## src/rtl/key_matrix_scanner_pkg.sv

```systemverilog
// key_matrix_scanner_pkg: shared widths, event type, scan states and column strobe constants.
package key_matrix_scanner_pkg;
  localparam int KEY_W  = 4;
  localparam int N_ROWS = 4;
  localparam int N_COLS = 4;
  localparam int N_KEYS = N_ROWS * N_COLS;
  localparam int CNT_W  = 4;
  typedef struct packed {
    logic [KEY_W-1:0] code;
    logic             press;
  } key_event_t;
  typedef enum logic [2:0] {IDLE, S0, S1, S2, S3} scan_state_e;
  localparam logic [N_COLS-1:0] COL_RESET = 4'b1110;
  localparam logic [N_COLS-1:0][N_COLS-1:0] COL_ONEHOT = {4'b0111, 4'b1011, 4'b1101, 4'b1110};
endpackage

```

## src/rtl/key_event_fifo.sv

```systemverilog
// key_event_fifo: first-word-fall-through FIFO that drops pushes when full and flags it stickily.
module key_event_fifo #(
  parameter int WIDTH = 5,
  parameter int DEPTH = 4
) (
  input  logic             CLK,
  input  logic             RSTn,
  input  logic             push_i,
  input  logic [WIDTH-1:0] wdata_i,
  input  logic             pop_i,
  output logic [WIDTH-1:0] rdata_o,
  output logic             full_o,
  output logic             empty_o,
  output logic             overflow_o
);
  localparam int AW = $clog2(DEPTH);
  logic [DEPTH-1:0][WIDTH-1:0] mem_q;
  logic [AW:0] wptr_q, rptr_q;
  logic do_pop, do_push;
  assign empty_o = wptr_q == rptr_q;
  assign full_o  = (wptr_q ^ rptr_q) == {1'b1, {AW{1'b0}}};
  assign do_pop  = pop_i && !empty_o;
  // a pop in the same cycle frees the slot, so a full FIFO can still accept
  assign do_push = push_i && (!full_o || do_pop);
  assign rdata_o = mem_q[rptr_q[AW-1:0]];
  always_ff @(posedge CLK or negedge RSTn)
    if (!RSTn) begin
      mem_q      <= '0;
      wptr_q     <= '0;
      rptr_q     <= '0;
      overflow_o <= 1'b0;
    end else begin
      if (do_push) mem_q[wptr_q[AW-1:0]] <= wdata_i;
      if (do_push) wptr_q <= wptr_q + 1'b1;
      if (do_pop) rptr_q <= rptr_q + 1'b1;
      if (push_i && !do_push) overflow_o <= 1'b1;
    end
endmodule

```

## src/rtl/key_matrix_scanner.sv

```systemverilog
// key_matrix_scanner: strobes a 4x4 key matrix, debounces each key and queues press/release events.
module key_matrix_scanner
  import key_matrix_scanner_pkg::*;
#(
  parameter int SCAN_DIV       = 10000,
  parameter int DEBOUNCE_SCANS = 4,
  parameter int FIFO_DEPTH     = 4
) (
  input  logic              CLK,
  input  logic              RSTn,
  output logic [N_COLS-1:0] colOut,
  input  logic [N_ROWS-1:0] rowIn,
  output logic              keyValid,
  input  logic              keyReady,
  output logic [KEY_W-1:0]  keyCode,
  output logic              keyPress,
  output logic              overflow
);
  localparam int PW = $clog2(SCAN_DIV + 1);
  logic [N_ROWS-1:0] rs1_q, rs2_q, row_snap_q;
  logic [PW-1:0] presc_q, presc_d;
  logic [1:0] col_q, col_snap_q, row_k;
  scan_state_e state_q, state_d;
  logic tick, proc, raw, hit, push, empty, full;
  logic [KEY_W-1:0] key_n;
  logic [N_KEYS-1:0] deb_q;
  logic [N_KEYS-1:0][CNT_W-1:0] cnt_q;
  key_event_t ev, head;
  assign tick    = presc_q == PW'(SCAN_DIV);
  assign presc_d = tick ? '0 : presc_q + 1'b1;
  assign colOut  = COL_ONEHOT[col_q];
  always_ff @(posedge CLK or negedge RSTn)
    if (!RSTn) begin
      rs1_q      <= '1;
      rs2_q      <= '1;
      presc_q    <= '0;
      col_q      <= '0;
      col_snap_q <= '0;
      row_snap_q <= '1;
    end else begin
      rs1_q   <= rowIn;
      rs2_q   <= rs1_q;
      presc_q <= presc_d;
      if (tick) begin
        col_q      <= col_q + 1'b1;
        col_snap_q <= col_q;
        row_snap_q <= rs2_q;
      end
    end
  always_ff @(posedge CLK or negedge RSTn)
    if (!RSTn) state_q <= IDLE;
    else state_q <= state_d;
  always_comb
    state_d = state_q == IDLE ? (tick ? S0 : IDLE) :
              state_q == S3   ? IDLE : scan_state_e'(state_q + 3'd1);
  always_comb begin
    proc  = state_q != IDLE;
    row_k = 2'(state_q - 3'd1);
  end
  // one key of the snapped column per state; a mismatch must persist DEBOUNCE_SCANS samples
  assign key_n = {col_snap_q, row_k};
  assign raw   = ~row_snap_q[row_k];
  assign hit   = raw != deb_q[key_n] && cnt_q[key_n] == CNT_W'(DEBOUNCE_SCANS - 1);
  assign push  = proc && hit;
  assign ev    = '{code: key_n, press: raw};
  always_ff @(posedge CLK or negedge RSTn)
    if (!RSTn) begin
      deb_q <= '0;
      cnt_q <= '0;
    end else if (proc) begin
      cnt_q[key_n] <= (raw == deb_q[key_n] || hit) ? '0 : cnt_q[key_n] + 1'b1;
      if (hit) deb_q[key_n] <= raw;
    end
  key_event_fifo #(.WIDTH($bits(key_event_t)), .DEPTH(FIFO_DEPTH)) u_fifo (
    .CLK       (CLK),
    .RSTn      (RSTn),
    .push_i    (push),
    .wdata_i   (ev),
    .pop_i     (keyReady),
    .rdata_o   (head),
    .full_o    (full),
    .empty_o   (empty),
    .overflow_o(overflow)
  );
  assign keyValid = !empty;
  assign keyCode  = head.code;
  assign keyPress = head.press;
endmodule

```

## config.mk

```make
export PLATFORM = sky130hd
export DESIGN_NAME = key_matrix_scanner
export DESIGN_NICKNAME = d
export VERILOG_FILES = /design/src/rtl/key_matrix_scanner_pkg.sv /design/src/rtl/key_event_fifo.sv /design/src/rtl/key_matrix_scanner.sv
export SDC_FILE = /design/constraint.sdc
export NUM_CORES = 1
export LEC_CHECK = 0
export ABC_AREA = 0
export CAP_MARGIN = 30
export CELL_PAD_IN_SITES_DETAIL_PLACEMENT = 2
export CELL_PAD_IN_SITES_GLOBAL_PLACEMENT = 2
export CORE_MARGIN = 2
export CORE_UTILIZATION = 25
export DETAILED_ROUTE_END_ITERATION = 16
export GPL_TIMING_DRIVEN = 0
export PLACE_DENSITY = 0.56
export SETUP_SLACK_MARGIN = 0.3
export SKIP_CTS_REPAIR_TIMING = 1
export SYNTH_ARGS = -nofsm -noshare
export SYNTH_HDL_FRONTEND = slang
export SYNTH_SLANG_ARGS = --single-unit
```

## constraint.sdc

```tcl
create_clock -name CLK -period 4.9 [get_ports CLK]
set_input_delay 0.98 -clock CLK [delete_from_list [all_inputs] [get_ports CLK]]
set_output_delay 0.98 -clock CLK [all_outputs]
set_load 0.02 [all_outputs]
```

==> out/qor.yml, run 1 <==
outcome:
  outcome: "complete, no violations"
drt:
  wl_um: 18300
  via_count: 4501
  vias_per_cell: 4.75
  route.detailed.wl_per_inst_um: 19.4
  firstDrtPassIters: 4
  drt_iter0_drc: 128
  drc: 0
  postRouteAntennaNets: 0
power:
  swShare_pct: 22.8
  ir_worst_vdd_v: 0.000205
  p_comb_share_pct: 5.7
  leakagePower_nw: 3.34
  p_seq_share_pct: 44.7
  finalPower_mw: 2.66
  clock_power_share_pct: 49.7
  power_switching_mw: 0.604
  p_int_mw: 2.05
  p_per_area_mw_per_mm2: 339
logic_synthesis:
  synth_top_area_cell: "dfrtp_1"
  synth_fp_nets: 582
  syn-mean-instance-area_um2: 11.8
  synthArstFlopShare_pct: 100
  synth_cells: 558
  ys_warn_count: 0
  synth.top_cell.area_share_pct: 48.6
  synth_seq_cells: 140
  syn_area_mm2: 0.00659
  synth_cell_types: 47
  synthFlopType: "dfrtp_1"
  yosys-top-cells-area: "dfrtp_1 (49%), nand2_1 (6.2%), mux4_2 (5.5%)"
  synth_enable_flop_cells: 0
  yosysSeqAreaShare_pct: 53.4
sta:
  setup_viol: 0
  max_clock_freq_mhz: 229
  relSlewSlack_pct: 53.2
  hold_ws_ns: 0.357
  period_minus_slack_ns: 4.37
  finClkSkew_ns: 0.0110
  drv_slew: 0
  finalCritPeriodShare_pct: 89.1
  worstMarginPinSlew_ns: 0.700
  hold_viol: 0
  fin_setup_tns_ns: 0
  setup_slack_ns: 0.534
  rsz0062_at_grt: "no"
cells_and_area:
  seq_area_mm2: 0.00352
  multi_input_area_mm2: 0.00288
  final_util_pct: 30.2
  nNetsFinal: 623
  syn_to_final_growth_pct: 19.0
  drive_gt1_share_pct: 19.9
  antenna_cells: 0
  stdcell_count: 947
  fillers: 2786
  fin_area_mm2: 0.00784
global_route:
  grt_use_met3_pct: 2.48
  grt_max_degree: 73
  busiest_layer: "met2"
  grt_antenna_before_repair: 0
  grt_pass1_wl_um: 30200
  grt_use_met1_pct: 18.4
  grt.total_usage_pct: 14.1
  gr-total-overflow: 0
  grt_pass1_vias: 5226
  grtUsageMet2_pct: 23.8
critical_path:
  worstSetupPathType: "flop to flop"
  path_max_fanout: 10
  crit_path_end_kind: "flop"
  slowest_delay_ns: 0.49
  crit_slowest_cell: "dfrtp_1"
  r2r_slack_ns: 0.53
  worst_setup_path_start_kind: "flop"
  worstPathArrival_ns: 4.71
  crit_chain: "clkinvlp_4 -> ha_1 -> buf_4 -> buf_6 -> buf_4 -> mux4_2 -> a22oi_1 -> nand2_1 -> ha_1 -> and2_1 -> a22oi_2 -> o211ai_2 -> or2_0 -> buf_2 -> buf_6 -> o21ai_2"
  timing.rr.end: "cnt_q[12]$_DFFE_PN0P_"
  worst-r2r-cell-count: 16
  r2r-start: "state_q[0]$_DFF_PN0_"
  worst_ep_required_time_ns: 5.24
floorplan:
  start_util_pct: 25.4
  core_mm2: 0.0260
  fp-row-count: 59
  die_h_um: 166
  dieArea_mm2: 0.0277
  fp.dieW_um: 166
  io_pins: 18
min_path:
  min_to: "rs2_q[3]$_DFF_PN1_"
  min_path_type: "flop to flop"
  worstHoldPathCells: 0
  hold_start: "rs1_q[3]$_DFF_PN1_"
place:
  placedCellCount: 911
  place_area_mm2: 0.00721
  gp_congestion: 0.728
  portBuffers: 17
  dp_hpwl_um: 12700
  post-place-ws_ns: 0.152
cts:
  clkTransAtPathRegs_ns: 0.06
  cts_num_sinks: 140
  cts_tree: "yes"
  cts_root_buf: "clkbuf_16"
  numCtsBuffers: 17
  cts.path.max_buffers: 2
  htreeDepth: 4
  insertion_delay_ns: 0.42
run:
  max_cap_violations: 0
[state kept, by name, indices dropped and copies added, names as in the netlist]
signal / flops
rs1_q: 4
presc_q: 14
u_fifo.rptr_q: 3
col_snap_q: 2
u_fifo.overflow_o: 1
deb_q: 16
u_fifo.wptr_q: 3
cnt_q: 64
rs2_q: 4
col_q: 2
state_q: 3
row_snap_q: 4
u_fifo.mem_q: 20
[cells by family (layout without fill, tap and decap cells)]
group / after synthesis / count (layout) / share of synthesized area (%)
AND/OR/NAND/NOR: 170 / 170 / 12.3
flip-flops: 140 / 140 / 53.4
AO/OA/AOI/OAI: 114 / 114 / 11.2
multiplexers: 57 / 57 / 14.1
buffers and inverters: 39 / 93 / 2.94
XOR/XNOR: 21 / 21 / 2.90
adder cells (fa/ha/maj): 17 / 17 / 3.23
[power by group through the flow]
| stage | Combinational, mW | Clock [mW] | Sequential (mW) |
|---|---|---|---|
| after floorplan | 0.0903 | 0 | 1.20 |
| after global placement | 0.146 | 0 | 1.21 |
| after detailed placement | 0.159 | 0 | 1.21 |
| after CTS | 0.159 | 1.36 | 1.19 |
| after global routing | 0.173 | 1.41 | 1.19 |
| final | 0.150 | 1.32 | 1.19 |
[layout make-up]
| type | instances | share of cell area, % |
|---|---|---|
| Buffer | 26 | 1.90 |
| Multi-Input combinational cell | 379 | 36.7 |
| Inverter | 13 | 0.670 |
| Clock inverter | 11 | 1.83 |
| Timing Repair Buffer | 22 | 2.92 |
| Clock buffer | 21 | 5.74 |
| Tap cell | 335 | 5.34 |
| Sequential cell | 140 | 44.9 |
[worst max path at each step]
stage / start / endpoint / depth (start not counted)
3_3_place_gp: RSTn / cnt_q[52]$_DFFE_PN0P_ / 1
5_1_grt: state_q[0]$_DFF_PN0_ / cnt_q[12]$_DFFE_PN0P_ / 16
6_report: state_q[0]$_DFF_PN0_ / cnt_q[12]$_DFFE_PN0P_ / 16
3_5_place_dp: state_q[0]$_DFF_PN0_ / deb_q[12]$_DFFE_PN0P_ / 15
2_1_floorplan: state_q[0]$_DFF_PN0_ / u_fifo.mem_q[15]$_DFFE_PN0P_ / 15
4_1_cts: state_q[0]$_DFF_PN0_ / deb_q[12]$_DFFE_PN0P_ / 15
[cells in the mapped netlist, types with 7 or more instances]
| cell | number |
|---|---|
| clkbuf_1 | 16 |
| dfrtp_1 | 128 |
| dfstp_2 | 12 |
| ha_1 | 17 |
| inv_1 | 12 |
| mux2_2 | 19 |
| mux2i_1 | 11 |
| mux4_1 | 7 |
| mux4_2 | 16 |
| nand2_1 | 109 |
| nand3_1 | 12 |
| nor2_1 | 11 |
| o21ai_0 | 55 |
| o21ai_2 | 11 |
| o31ai_1 | 32 |
| xnor2_1 | 15 |
[layer usage]
metal,share of wire (%),wire length (um)
met5,0,0
met4,1.4,262
met3,1.8,328
met2,50,9210
met1,47,8530
[cell usage in the layout (no fill, tap or decap), types with 8 or more instances in the layout]
master and instances:
ha_1 17, clkdlybuf4s50_1 16, nand2_1 109, xnor2_1 15, o21ai_2 11, mux4_2 16
mux2i_1 11, nand3_1 12, o31ai_1 32, clkbuf_1 16, inv_1 12, buf_4 8
dfrtp_1 128, nor2_1 11, clkbuf_16 17, o21ai_0 55, mux2_2 19, dfstp_2 12
[worst max-delay path: cells and delay by family (launching register included)]
family                   cells  cell delay, ns
buffers and inverters        6            1.27
AO/OA/AOI/OAI                4            0.92
AND/OR/NAND/NOR              3            0.62
adder cells (fa/ha/maj)      2            0.59
flip-flops                   1            0.49
multiplexers                 1            0.36
Note: power is estimated with default switching activity, not from simulation.
==> run 2, diff against run 1 <==
--- a/config.mk
+++ b/config.mk
@@ -6,7 +6,7 @@
 export NUM_CORES = 1
 export LEC_CHECK = 0
 export ABC_AREA = 0
-export CAP_MARGIN = 30
+export CAP_MARGIN = 25
 export CELL_PAD_IN_SITES_DETAIL_PLACEMENT = 2
 export CELL_PAD_IN_SITES_GLOBAL_PLACEMENT = 2
 export CORE_MARGIN = 2
==> results of run 2 <==
Same layout as run 1: the final DEF is identical, and so are final timing and power.
==> RTL edit: new RTL, flow settings as in run 2 <==
Reset style: synchronous (`RSTn`), changed in 4 clocked blocks.
--- a/src/rtl/key_event_fifo.sv
+++ b/src/rtl/key_event_fifo.sv
@@ -24,5 +24,5 @@
   assign do_push = push_i && (!full_o || do_pop);
   assign rdata_o = mem_q[rptr_q[AW-1:0]];
-  always_ff @(posedge CLK or negedge RSTn)
+  always_ff @(posedge CLK)
     if (!RSTn) begin
       mem_q      <= '0;
--- a/src/rtl/key_matrix_scanner.sv
+++ b/src/rtl/key_matrix_scanner.sv
@@ -30,5 +30,5 @@
   assign presc_d = tick ? '0 : presc_q + 1'b1;
   assign colOut  = COL_ONEHOT[col_q];
-  always_ff @(posedge CLK or negedge RSTn)
+  always_ff @(posedge CLK)
     if (!RSTn) begin
       rs1_q      <= '1;
@@ -48,5 +48,5 @@
       end
     end
-  always_ff @(posedge CLK or negedge RSTn)
+  always_ff @(posedge CLK)
     if (!RSTn) state_q <= IDLE;
     else state_q <= state_d;
@@ -64,5 +64,5 @@
   assign push  = proc && hit;
   assign ev    = '{code: key_n, press: raw};
-  always_ff @(posedge CLK or negedge RSTn)
+  always_ff @(posedge CLK)
     if (!RSTn) begin
       deb_q <= '0;
Behaviour: same outputs for any inputs over 10 cycles, from zero or initial values and one cycle with RSTn low; that may be too few to reach the edited logic, so the function may still have changed.
==> RTL edit against run 2 <==
  * Design area increased by 0.88%
  * First-iteration DRC count increased by 39%
  * Highest routed layer unchanged
  * Setup slack got worse by 0.11 ns
  * Sequential cell count unchanged
  * Routed wire length increased by 24%
  * Die area decreased by 1.0%
  * Area after synthesis decreased by 1.0%
Power is not compared: it rests on default switching activity, and its combinational part moved more than twofold at a synthesized area within 25%.
==> RTL edit: results (changes against run 2) <==
* Vias/cell at 5.12 (was 4.75)
* Met1 Use GR at 21.0% (was 18.4%)
* DP HPWL at 16.4 mm (was 12.7 mm)
* Fin nets at 763 (was 623)
* CLK BUF at 17 (was 21)
* Largest net degree at the start of global routing at 17 (was 73)
* Sequential area share after synthesis at 43.0% (was 53.4%)
* GPL Wtd Cong at 0.761 (was 0.728)
* All-layer global routing usage at 17.2% (was 14.1%)
* Multi-input gate area at 3460 um^2 (was 2880 um^2)
* Routed WL at 22.7 mm (was 18.3 mm)
* Power share of the clock group at 51.8%
* Placed insts at 1044 (was 911)
* Largest cells by area after synthesis: dfxtp_1 (43%), mux4_2 (8.3%), mux2i_1 (5.4%), nand3_1 (4.8%), nand2_1 (4.5%) (was dfrtp_1 (49%), nand2_1 (6.2%), mux4_2 (5.5%), dfstp_2 (4.8%), o21ai_0 (4.2%))
* Seq/total area at 35.4% (was 44.9%)
* Worst path max stage delay at 0.39 ns (was 0.49 ns)
* Hold Startpoint: rs1_q[1] (was rs1_q[3])
* Post-synth top cells: dfxtp_1 (140), nand2_1 (78), nor2_1 (70) (was dfrtp_1 (128), nand2_1 (109), o21ai_0 (55))
* Clk_skew at 0.0104 ns (was 0.0110 ns)
* Cell family with most CP delay: buffers and inverters (unchanged)
* Synth Instances at 692 (was 558)
* Largest regs: cnt_q: 64 flops, u_fifo.mem_q: 20 flops, deb_q: 16 flops (unchanged)
* Netlist cell types at 42 (was 47)
* Grt met2 use at 30.0% (was 23.8%)
* Filler cell count at 2870 (was 2786)
* Inverters at 13 (unchanged)
* Outcome: finished clean (unchanged)
* Clock network share of area at 7.26% (was 7.58%)
* CP Launch Point: state_q[0] (unchanged)
* Post-synth ARST share at 0% (was 100%)
* Worst Max-Slew Pin Slew at 0.773 ns (was 0.700 ns)
* Met2 Wirelength at 11.5 mm (was 9.21 mm)
* Post-Synthesis Net Count at 716 (was 582)
* Clk_lat worst skew at 0.44 ns (was 0.42 ns)
* 1st-iter DRT viols at 178 (was 128)
* Initial antenna violation count at 1 (was 0)
* Vias in the first global route at 6024 (was 5226)
* Synth-to-layout area growth at 21.3% (was 19.0%)
* Worst slack at placement at -1.72 ns (was 0.152 ns)
* Met3 Track Usage GR at 4.02% (was 2.48%)
* Multi-input gates at 486 (was 379)
* Layout cells sized above 1 at 14.0% (was 19.9%)
* Bufs w/o clock at 81 (was 48)
* Worst EP arrival at 4.81 ns (was 4.71 ns)
* Met1 WL at 10.1 mm (was 8.53 mm)
* Area share of buffers outside the clock network at 7.56% (was 4.82%)
* Worst r2r src: state_q[0] (unchanged)
* Slowest cell on crit path: dfxtp_2 (was dfrtp_1)
* First-pass GRT wire length at 34.9 mm (was 30.2 mm)
* Placed Area at 7110 um^2 (was 7210 um^2)
* DR WL met3 at 688 um (was 328 um)
[RTL edit: cell types whose count changed after synthesis, moves of 24 or more]
cell	change
a21oi_1	+38
dfrtp_1	-128
dfxtp_1	+140
mux2i_1	+24
nand2_1	-31
nand3_1	+50
nor2_1	+59
o211ai_1	+31
o21ai_0	-51
[RTL edit: worst paths after layout]
| check | slack (ns) | to | cells after the start |
|---|---|---|---|
| min | 0.42 | rs2_q[1] | 1 |
| min reg2reg | 0.42 | rs2_q[1] | 1 |
| max reg2reg | 0.43 | cnt_q[3] | 18 |
| max | 0.43 | cnt_q[3] | 18 |
[RTL edit: cell families after synthesis]
logic type / count (synthesis) / synth area share (%)
multiplexers: 59 / 13.7
AND/OR/NAND/NOR: 256 / 18.1
XOR/XNOR: 17 / 2.28
AO/OA/AOI/OAI: 137 / 15.4
flip-flops: 140 / 43.0
adder cells (fa/ha/maj): 17 / 3.26
buffers and inverters: 66 / 4.37
